`config.mk`:
```
export PLATFORM = sky130hd
export DESIGN_NAME = des_key_sched_ctrl
export DESIGN_NICKNAME = d
export VERILOG_FILES = /design/src/rtl/des_key_sched_ctrl.sv
export SDC_FILE = /design/constraint.sdc
export NUM_CORES = 1
export LEC_CHECK = 0
export CORE_MARGIN = 2
export CORE_UTILIZATION = 52
export CTS_CLUSTER_SIZE = 24
export DETAILED_ROUTE_END_ITERATION = 12
export PLACE_DENSITY = 0.79
export SETUP_SLACK_MARGIN = 0.15
export SYNTH_ARGS = -nofsm -noshare
export SYNTH_HDL_FRONTEND = slang
export SYNTH_SLANG_ARGS = --single-unit
```
`constraint.sdc`:
```
create_clock -name clk -period 2.7 [get_ports clk]
set_clock_uncertainty 0.15 [all_clocks]
set_input_delay 0.675 -clock clk [delete_from_list [all_inputs] [get_ports clk]]
set_output_delay 0.675 -clock clk [all_outputs]
set_load 0.01 [all_outputs]
```
`src/rtl/des_key_sched_ctrl.sv`:
```
// -----------------------------------------------------------------------------
// des_key_sched_ctrl
//
// Iterative DES round-key sequencer. A single 56-bit C/D register is loaded
// from PC1(key). It is then rotated in place once per accepted transfer. The
// current subkey is PC2(C/D), offered on a valid/ready handshake in round
// order.
//
// Ports
//   clk       : single clock, rising edge
//   rst_n     : synchronous active-low reset
//   start     : request a new schedule (sampled only while ready=1)
//   key       : 64-bit DES key, bit 0 = DES bit 1 (MSB); parity bits ignored
//   decrypt   : 0 = K1..K16, 1 = K16..K1 (only when DES_KS_DECRYPT_EN)
//   ready     : idle, start will be accepted
//   k_valid   : k_subkey / k_round are valid
//   k_ready   : consumer accepts the current subkey
//   k_subkey  : PC2 of the current C/D register (combinational)
//   k_round   : DES round number 1..16 of k_subkey, 0 while idle
//   done      : one-cycle pulse after the 16th transfer
//
// Build option
//   DES_KS_DECRYPT_EN : when defined, decrypt is honoured. This adds the
//                       right-rotate path and the direction register. When it
//                       is undefined, decrypt is ignored and the order is
//                       always K1..K16.
//
// Also contains the fixed DES permutations PC1 and PC2.
// -----------------------------------------------------------------------------

module des_key_sched_ctrl (
  input  logic        clk,
  input  logic        rst_n,
  input  logic        start,
  input  logic [0:63] key,
  input  logic        decrypt,
  output logic        ready,
  output logic        k_valid,
  input  logic        k_ready,
  output logic [0:47] k_subkey,
  output logic [4:0]  k_round,
  output logic        done
);

  // state   | meaning
  // --------+-----------------------------------------------------------
  // ST_IDLE | waiting for start; ready=1, k_valid=0, k_round=0, C/D=0
  // ST_RUN  | offering subkey of round_q; advances on k_valid & k_ready
  typedef enum logic {
    ST_IDLE = 1'b0,
    ST_RUN  = 1'b1
  } state_e;

  state_e      state_q, state_d;
  logic [0:55] cd_q, cd_d;
  logic [0:55] pc1_cd;
  logic [4:0]  round_q, round_d;
  logic        done_q, done_d;
  logic        xfer;
  logic        last_round;

`ifdef DES_KS_DECRYPT_EN
  logic        dir_q, dir_d;
`else
  logic        unused_decrypt;
  assign unused_decrypt = decrypt;
`endif

  PC1 u_pc1 (
    .key_i (key),
    .cd_o  (pc1_cd)
  );

  PC2 u_pc2 (
    .cd_i  (cd_q),
    .k_o   (k_subkey)
  );

  // Rounds 1, 2, 9 and 16 shift by one. All other rounds shift by two.
  function automatic logic two_shift(input logic [4:0] r);
    return !((r == 5'd1) || (r == 5'd2) || (r == 5'd9) || (r == 5'd16));
  endfunction

  // C (bits 0..27) and D (bits 28..55) are independent 28-bit rings. Bit 0 is
  // the MSB, so a left rotate moves bit 1 into position 0.
  function automatic logic [0:55] rotl(input logic [0:55] cd, input logic two);
    logic [0:27] c;
    logic [0:27] d;
    c = cd[0:27];
    d = cd[28:55];
    if (two) return {c[2:27], c[0:1], d[2:27], d[0:1]};
    return {c[1:27], c[0], d[1:27], d[0]};
  endfunction

`ifdef DES_KS_DECRYPT_EN
  function automatic logic [0:55] rotr(input logic [0:55] cd, input logic two);
    logic [0:27] c;
    logic [0:27] d;
    c = cd[0:27];
    d = cd[28:55];
    if (two) return {c[26:27], c[0:25], d[26:27], d[0:25]};
    return {c[27], c[0:26], d[27], d[0:26]};
  endfunction

  assign last_round = dir_q ? (round_q == 5'd1) : (round_q == 5'd16);
`else
  assign last_round = (round_q == 5'd16);
`endif

  assign ready   = (state_q == ST_IDLE);
  assign k_valid = (state_q == ST_RUN);
  assign k_round = round_q;
  assign done    = done_q;
  assign xfer    = k_valid & k_ready;

  always_comb begin
    state_d = state_q;
    cd_d    = cd_q;
    round_d = round_q;
    done_d  = 1'b0;
`ifdef DES_KS_DECRYPT_EN
    dir_d   = dir_q;
`endif

    if (state_q == ST_IDLE) begin
      if (start) begin
        state_d = ST_RUN;
`ifdef DES_KS_DECRYPT_EN
        dir_d = decrypt;
        if (decrypt) begin
          // The 16 shifts total 28 positions, so CD16 equals CD0.
          cd_d    = pc1_cd;
          round_d = 5'd16;
        end else begin
          cd_d    = rotl(pc1_cd, 1'b0);
          round_d = 5'd1;
        end
`else
        cd_d    = rotl(pc1_cd, 1'b0);
        round_d = 5'd1;
`endif
      end
    end else begin
      if (xfer) begin
        if (last_round) begin
          // Clear C/D so that k_subkey reads PC2(0)=0 while idle.
          state_d = ST_IDLE;
          cd_d    = '0;
          round_d = 5'd0;
          done_d  = 1'b1;
        end else begin
`ifdef DES_KS_DECRYPT_EN
          if (dir_q) begin
            // Undo the shift that produced the current round.
            cd_d    = rotr(cd_q, two_shift(round_q));
            round_d = round_q - 5'd1;
          end else begin
            cd_d    = rotl(cd_q, two_shift(round_q + 5'd1));
            round_d = round_q + 5'd1;
          end
`else
          cd_d    = rotl(cd_q, two_shift(round_q + 5'd1));
          round_d = round_q + 5'd1;
`endif
        end
      end
    end
  end

  always_ff @(posedge clk) begin
    if (!rst_n) begin
      state_q <= ST_IDLE;
      cd_q    <= '0;
      round_q <= 5'd0;
      done_q  <= 1'b0;
`ifdef DES_KS_DECRYPT_EN
      dir_q   <= 1'b0;
`endif
    end else begin
      state_q <= state_d;
      cd_q    <= cd_d;
      round_q <= round_d;
      done_q  <= done_d;
`ifdef DES_KS_DECRYPT_EN
      dir_q   <= dir_d;
`endif
    end
  end

endmodule

// -----------------------------------------------------------------------------
// PC1 : DES permuted choice 1. Selects 56 bits from the 64-bit key and drops
//       the parity bits.
//   key_i : 64-bit key, bit 0 = DES bit 1
//   cd_o  : 56-bit C/D value, C = bits 0..27, D = bits 28..55
// -----------------------------------------------------------------------------
module PC1 (
  input  logic [0:63] key_i,
  output logic [0:55] cd_o
);

  localparam int TBL [0:55] = '{
    57, 49, 41, 33, 25, 17,  9,
     1, 58, 50, 42, 34, 26, 18,
    10,  2, 59, 51, 43, 35, 27,
    19, 11,  3, 60, 52, 44, 36,
    63, 55, 47, 39, 31, 23, 15,
     7, 62, 54, 46, 38, 30, 22,
    14,  6, 61, 53, 45, 37, 29,
    21, 13,  5, 28, 20, 12,  4
  };

  for (genvar i = 0; i < 56; i++) begin : g_bit
    assign cd_o[i] = key_i[TBL[i] - 1];
  end

  logic [7:0] unused_parity;
  assign unused_parity = {key_i[7],  key_i[15], key_i[23], key_i[31],
                          key_i[39], key_i[47], key_i[55], key_i[63]};

endmodule

// -----------------------------------------------------------------------------
// PC2 : DES permuted choice 2. Compresses C/D into a 48-bit subkey.
//   cd_i : 56-bit C/D value
//   k_o  : 48-bit round subkey, bit 0 = DES bit 1
// -----------------------------------------------------------------------------
module PC2 (
  input  logic [0:55] cd_i,
  output logic [0:47] k_o
);

  localparam int TBL [0:47] = '{
    14, 17, 11, 24,  1,  5,
     3, 28, 15,  6, 21, 10,
    23, 19, 12,  4, 26,  8,
    16,  7, 27, 20, 13,  2,
    41, 52, 31, 37, 47, 55,
    30, 40, 51, 45, 33, 48,
    44, 49, 39, 56, 34, 53,
    46, 42, 50, 36, 29, 32
  };

  for (genvar i = 0; i < 48; i++) begin : g_bit
    assign k_o[i] = cd_i[TBL[i] - 1];
  end

  // These C/D positions are never selected into a subkey.
  logic [7:0] unused_cd;
  assign unused_cd = {cd_i[8],  cd_i[17], cd_i[21], cd_i[24],
                      cd_i[34], cd_i[37], cd_i[42], cd_i[53]};

endmodule

```
==> impl_metrics.py, run 1 <==
metrics = {
    "critical_path": {
        "critPathCaptureType": "register",
        "endpoint": "cd_q[18]$_SDFFE_PN0P_",
        "setup.worst_path.class": "register to register",
        "slowest_delay_ns": 0.53,
        "crit_chain": "inv_1 -> ha_1 -> nor4bb_4 -> buf_6 -> a2111oi_1 -> o211ai_1 -> o211ai_1",
        "cp-startpoint": "k_round[0]$_SDFFE_PN0P_",
        "critPathRequiredTime_ns": 2.82,
        "r2r-end": "cd_q[18]$_SDFFE_PN0P_",
        "critical_path_depth": 7,
        "cp.buffers_inverters": 2,
        "cp_max_fo": 29,
        "cp_common_cell": "o211ai_1",
        "r2r_start": "k_round[0]$_SDFFE_PN0P_",
        "cp-start-kind": "register",
        "critPathSlowestCell": "a2111oi_1",
        "r2r_cells": 7,
        "critical-path-top-delay-family": "compound AO/OA/AOI/OAI gates",
        "cp.arrival_ns": 2.52,
        "r2r_slack_ns": 0.30,
    },
    "floorplanning": {
        "die-width_um": 109,
        "start_util_pct": 53.0,
        "io_pins": 125,
        "die_h_um": 109,
        "fp-row-count": 38,
        "die-area_um2": 11900,
        "coreArea_um2": 10800,
    },
    "yosys": {
        "syn_area_um2": 5720,
        "synthCells": 707,
        "syn_nets": 780,
        "ys_warn_count": 0,
        "ys_seq_area_share_pct": 22.0,
        "ys_ff_latch": 63,
        "synth-main-ff-cell": "dfxtp_1",
        "synth_area_leaders": "dfxtp_1 (22%), o211ai_1 (15%), o2111ai_1 (8.6%), nand3b_1 (7.6%), a22oi_1 (7.5%)",
        "synthDistinctLibCells": 37,
        "yosysTopAreaCell": "dfxtp_1",
        "synthArstFlopShare_pct": 0,
        "synth_edf_count": 0,
        "synth.top_cell.area_share_pct": 22.0,
        "postSynthAreaPerCell_um2": 8.09,
    },
    "global_route": {
        "grt_first_pass_wirelength_um": 29400,
        "grt_pass1_vias": 5917,
        "grt_max_degree": 76,
        "grt_use_total_pct": 30.3,
        "grt_overflow": 0,
        "grt_antenna_before_repair": 0,
    },
    "pwr": {
        "seqPwrFrac_pct": 38.8,
        "sw_frac_of_total_pct": 34.5,
        "power_frac_clock_pct": 31.1,
        "pwr-share-comb_pct": 30.2,
        "power_per_cell_area_nw_per_um2": 405,
        "p_int_w": 0.00182,
        "switching_power_w": 0.000958,
        "ir_drop_mv": 0.229,
        "p_leak_nw": 1.81,
        "p_total_w": 0.00277,
    },
    "sta": {
        "rsz0062_at_grt": "false",
        "finalCriticalPeriod_ns": 2.40,
        "finalHoldViolCount": 0,
        "report.final.slew_viol_count": 0,
        "relSlewSlack_pct": 53.7,
        "max_freq_mhz": 417,
        "worst_slew_pin_slew_ns": 0.694,
        "setup_viol": 0,
        "fin_tns_setup_ns": 0,
        "finalCritPeriodShare_pct": 88.9,
    },
    "final_layout": {
        "num_antenna_cells": 0,
        "area_growth_pct": 19.6,
        "final_area_um2": 6840,
        "layout-drive-gt1-share_pct": 10.7,
        "final_common_cell": "clkdlybuf4s50_1",
        "final_cell_mix": "clkdlybuf4s50_1 (113), o211ai_1 (112), dfxtp_1 (62), inv_1 (61)",
        "fin_nets": 789,
    },
    "run": {
        "cap_violations": 0,
    },
    "clocking": {
        "htree_num_levels": 3,
        "insertion_delay_ns": 0.35,
        "numCtsBuffers": 9,
        "root_buffer": "clkbuf_8",
        "clk_pin_slew_ns": 0.08,
        "cts_tree": "yes",
        "cts_buffer_depth": 2,
        "cts.sinks": 63,
    },
    "hold_path": {
        "hold_path.class": "register to register",
        "min_delay_path_depth": 2,
    },
    "drt": {
        "detail_route.wl_per_cell_um": 20.7,
        "drt_wl_total_um": 17800,
        "first_pass_iters": 6,
        "avgViaCountPerCell": 7.08,
        "initialDrtViolationCount": 496,
        "drc": 0,
        "via_count": 6093,
        "ant_nets": 0,
    },
    "place": {
        "place_area_um2": 6620,
        "gp_congestion": 0.866,
        "hpwl_um": 10900,
        "port_buffers": 115,
    },
    "status": {
        "status": "finished, final reports clean",
    },
}
[cells by family (layout without fill, tap and decap cells)]
logic type / after synthesis / in the layout / share of synthesized area (%)
compound gates: 353 / 353 / 49.3
buf+inv: 204 / 217 / 17.8
simple gates: 81 / 81 / 9.65
flops: 63 / 63 / 22.0
fa+ha+maj: 4 / 4 / 0.875
mux: 2 / 2 / 0.372
[what timing repair did]
action | CTS | global route
hold buffers | 0 | 0
resized for setup | 0 | 7
endpoints found under the setup margin | 0 | 46
buffers inserted | 0 | 0
[per-stage QoR]
step | instances | utilization, % | hold WS [ns] | setup WS, ns
after global routing | 860 | 63.4 | 0.388 | 0.165
after floorplan | 707 | - | 0.342 | 0.533
after detailed placement | 845 | 61.3 | 0.364 | 0.0390
after global placement | 845 | 61.3 | 0.353 | 0.131
final | 860 | 63.4 | 0.366 | 0.301
after CTS | 860 | 63.1 | 0.371 | 0.183
[synthesized netlist by cell type, types with 7 or more instances]
| cell type | count |
|---|---|
| buf_1 | 7 |
| o21ai_0 | 58 |
| buf_2 | 31 |
| dfxtp_1 | 63 |
| a2111oi_1 | 35 |
| inv_1 | 61 |
| clkbuf_1 | 51 |
| a2111oi_2 | 20 |
| nand3b_1 | 58 |
| a22oi_1 | 57 |
| buf_4 | 51 |
| o211ai_1 | 112 |
| o2111ai_1 | 56 |
[tightest hold or removal path, delay by kind of cell, from the launching register on]
family / cells / cell delay [ns]
AO/OA/AOI/OAI: 2 / 0.15
flip-flops: 1 / 0.33
[worst min path at each step]
| stage | start | end |
|---|---|---|
| global route | cd_q[17]$_SDFFE_PN0P_ | cd_q[15]$_SDFFE_PN0P_ |
| CTS | cd_q[17]$_SDFFE_PN0P_ | cd_q[15]$_SDFFE_PN0P_ |
| global placement | cd_q[53]$_SDFFE_PN0P_ | cd_q[51]$_SDFFE_PN0P_ |
| floorplan | cd_q[17]$_SDFFE_PN0P_ | cd_q[15]$_SDFFE_PN0P_ |
| detailed placement | cd_q[17]$_SDFFE_PN0P_ | cd_q[15]$_SDFFE_PN0P_ |
| finish | cd_q[17]$_SDFFE_PN0P_ | cd_q[15]$_SDFFE_PN0P_ |
[area by class of cell]
cell class	instances	area (µm²)
Clock buffer	12	155
Fill cell	912	3950
Timing Repair Buffer	141	1440
Inverter	61	229
Clock inverter	3	42.5
Multi-Input combinational cell	440	3540
Sequential cell	63	1260
Tap cell	140	175
[power by group through the flow]
stage | clock (W) | sequential [W] | combinational [W]
2_1_floorplan | 0 | 0.00107 | 0.000541
6_report | 0.000861 | 0.00108 | 0.000837
3_5_place_dp | 0 | 0.00109 | 0.000814
3_3_place_gp | 0 | 0.00109 | 0.000797
5_1_grt | 0.000914 | 0.00108 | 0.000895
4_1_cts | 0.000871 | 0.00107 | 0.000817
[flip-flops by register name, indices dropped and copies added (netlist names)]
register / cells
k_round: 5
cd_q: 56
k_valid: 1
done: 1
[routing by layer]
| metal | vias to the layer above | wire, µm | global-route usage [%] |
|---|---|---|---|
| met1 | 2896 | 7540 | 41.1 |
| met2 | 345 | 8550 | 47.8 |
| li1 | 2805 | - | - |
| met3 | 47 | 1390 | 5.38 |
| met4 | 0 | 352 | 11.2 |
| met5 | - | 0 | 0 |
(Power assumes the default switching activity.)
==> run 2, diff against run 1 <==
CORE_UTILIZATION = 56   (was 52)
PLACE_DENSITY = 0.84   (was 0.79)
clock period = 2.8 ns   (was 2.7 ns; I/O delays follow)
==> impl_metrics.py, run 2 (synthesis results as in run 1) <==
metrics = {
    "critical_path": {
        "critPathSlowestCell": "clkdlybuf4s50_1",
        "critPathCaptureType": "register",
        "setup.worst_path.class": "primary input to register",
        "cp.arrival_ns": 2.55,
        "cp_common_cell": "o211ai_1",
        "cp-start-kind": "primary input",
        "cp_max_fo": 21,
        "crit_chain": "clkdlybuf4s50_1 -> mux2i_4 -> buf_4 -> a2111oi_1 -> o211ai_1 -> o211ai_1",
        "critPathRequiredTime_ns": 2.92,
        "slowest_delay_ns": 0.59,
    },
    "clocking": {
        "ctsHoldBuffers": 0,
        "clk_pin_slew_ns": 0.07,
        "cts.sinks": 63,
        "root_buffer": "clkbuf_8",
        "htree_num_levels": 3,
        "numCtsBuffers": 9,
        "post_cts_buffers": 0,
        "cts_buffer_depth": 2,
        "cts_tree": "yes",
        "insertion_delay_ns": 0.35,
    },
    "final_layout": {
        "regMostFlops": "cd_q",
        "final_area_um2": 6810,
        "final_cell_mix": "clkdlybuf4s50_1 (113), o211ai_1 (112), dfxtp_1 (62), inv_1 (61)",
        "num_antenna_cells": 0,
        "fin_nets": 784,
        "multi_input_area_um2": 3540,
        "area_growth_pct": 19.0,
        "regArea_um2": 1260,
        "largest_reg_flops": 56,
        "layout-drive-gt1-share_pct": 9.79,
        "fillers": 766,
        "final_common_cell": "clkdlybuf4s50_1",
    },
    "global_route": {
        "grt_use_total_pct": 31.0,
        "grt_overflow": 0,
        "grt_first_pass_wirelength_um": 29000,
        "grt_pass1_vias": 5805,
        "grt_max_degree": 75,
        "grt_antenna_before_repair": 0,
    },
    "place": {
        "hpwl_um": 10500,
        "port_buffers": 115,
        "place_area_um2": 6580,
        "gp_congestion": 0.852,
    },
    "sta": {
        "finalCriticalPeriod_ns": 2.44,
        "relSlewSlack_pct": 51.7,
        "rsz0062_at_grt": "false",
        "setup_viol": 0,
        "max_freq_mhz": 410,
        "finalCritPeriodShare_pct": 87.1,
        "worst_slew_pin_slew_ns": 0.724,
        "report.final.slew_viol_count": 0,
        "finalHoldViolCount": 0,
        "fin_tns_setup_ns": 0,
    },
    "floorplanning": {
        "fp-row-count": 36,
        "die_h_um": 105,
        "die-width_um": 105,
        "io_pins": 125,
        "die-area_um2": 11000,
        "start_util_pct": 58.0,
        "coreArea_um2": 9860,
    },
    "drt": {
        "ant_nets": 0,
        "drt_wl_total_um": 17500,
        "first_pass_iters": 5,
        "drc": 0,
        "avgViaCountPerCell": 7.15,
        "initialDrtViolationCount": 605,
        "via_count": 6067,
        "detail_route.wl_per_cell_um": 20.7,
    },
    "pwr": {
        "ir_drop_mv": 0.224,
        "p_leak_nw": 1.80,
        "power_per_cell_area_nw_per_um2": 400,
    },
    "hold_path": {
        "hold_path.class": "register to register",
    },
    "run": {
        "cap_violations": 0,
    },
    "status": {
        "status": "finished, final reports clean",
    },
}
==> run 2: layout make-up <==
class / instances / share of cell area, %
clock buffers: 11 / 2.08
clock inverters: 4 / 1.03
inverters: 61 / 3.36
multi-input cells: 440 / 52.0
flip-flops and latches: 63 / 18.5
well taps: 133 / 2.44
repair buffers: 136 / 20.5
==> run 2: stage by stage <==
step           hold WS [ns]  std cells  setup WS (ns)  total power (W)  utilization [%]
2_1_floorplan         0.342        707          0.608          0.00155                -
3_3_place_gp          0.352        833          0.130          0.00181             66.7
3_5_place_dp          0.359        833         0.0195          0.00183             66.7
4_1_cts               0.368        848          0.334          0.00270             68.9
5_1_grt               0.407        848          0.169          0.00283             69.0
6_report              0.368        848          0.362          0.00272             69.0
==> run 2: report_power, final <==
| part | switching [W] | internal (W) |
|---|---|---|
| clock | 0.000372 | 0.000519 |
| sequential | 0.0000775 | 0.000959 |
| combinational | 0.000462 | 0.000335 |
| total | 0.000911 | 0.00181 |
==> run 2: what timing repair did <==
item	CTS	global route
resized for setup	1	1
setup endpoints to repair	56	1
cloned	0	0
pin swaps	0	0
==> run 2: critical path: cells and delay by family <==
| family | cells | cell delay (ns) |
|---|---|---|
| buffers and inverters | 2 | 0.82 |
| AOI/OAI and AO/OA | 3 | 0.90 |
| muxes | 1 | 0.12 |
==> run 2: layer usage <==
metal  routed length (µm)  track usage, %
met1                 7210            40.7
met2                 8350            50.8
met4                  242            9.81
met5                    0               0
met3                 1730            6.30
==> run 2: final timing paths <==
check                                        endpoint               startpoint  depth (start not counted)  slack (ns)
worst max-delay path            cd_q[27]$_SDFFE_PN0P_                  k_ready                          6        0.36
worst min-delay path            cd_q[32]$_SDFFE_PN0P_    cd_q[34]$_SDFFE_PN0P_                          2        0.37
worst max register to register  cd_q[18]$_SDFFE_PN0P_  k_round[0]$_SDFFE_PN0P_                          8        0.37
worst min register to register  cd_q[32]$_SDFFE_PN0P_    cd_q[34]$_SDFFE_PN0P_                          2        0.37
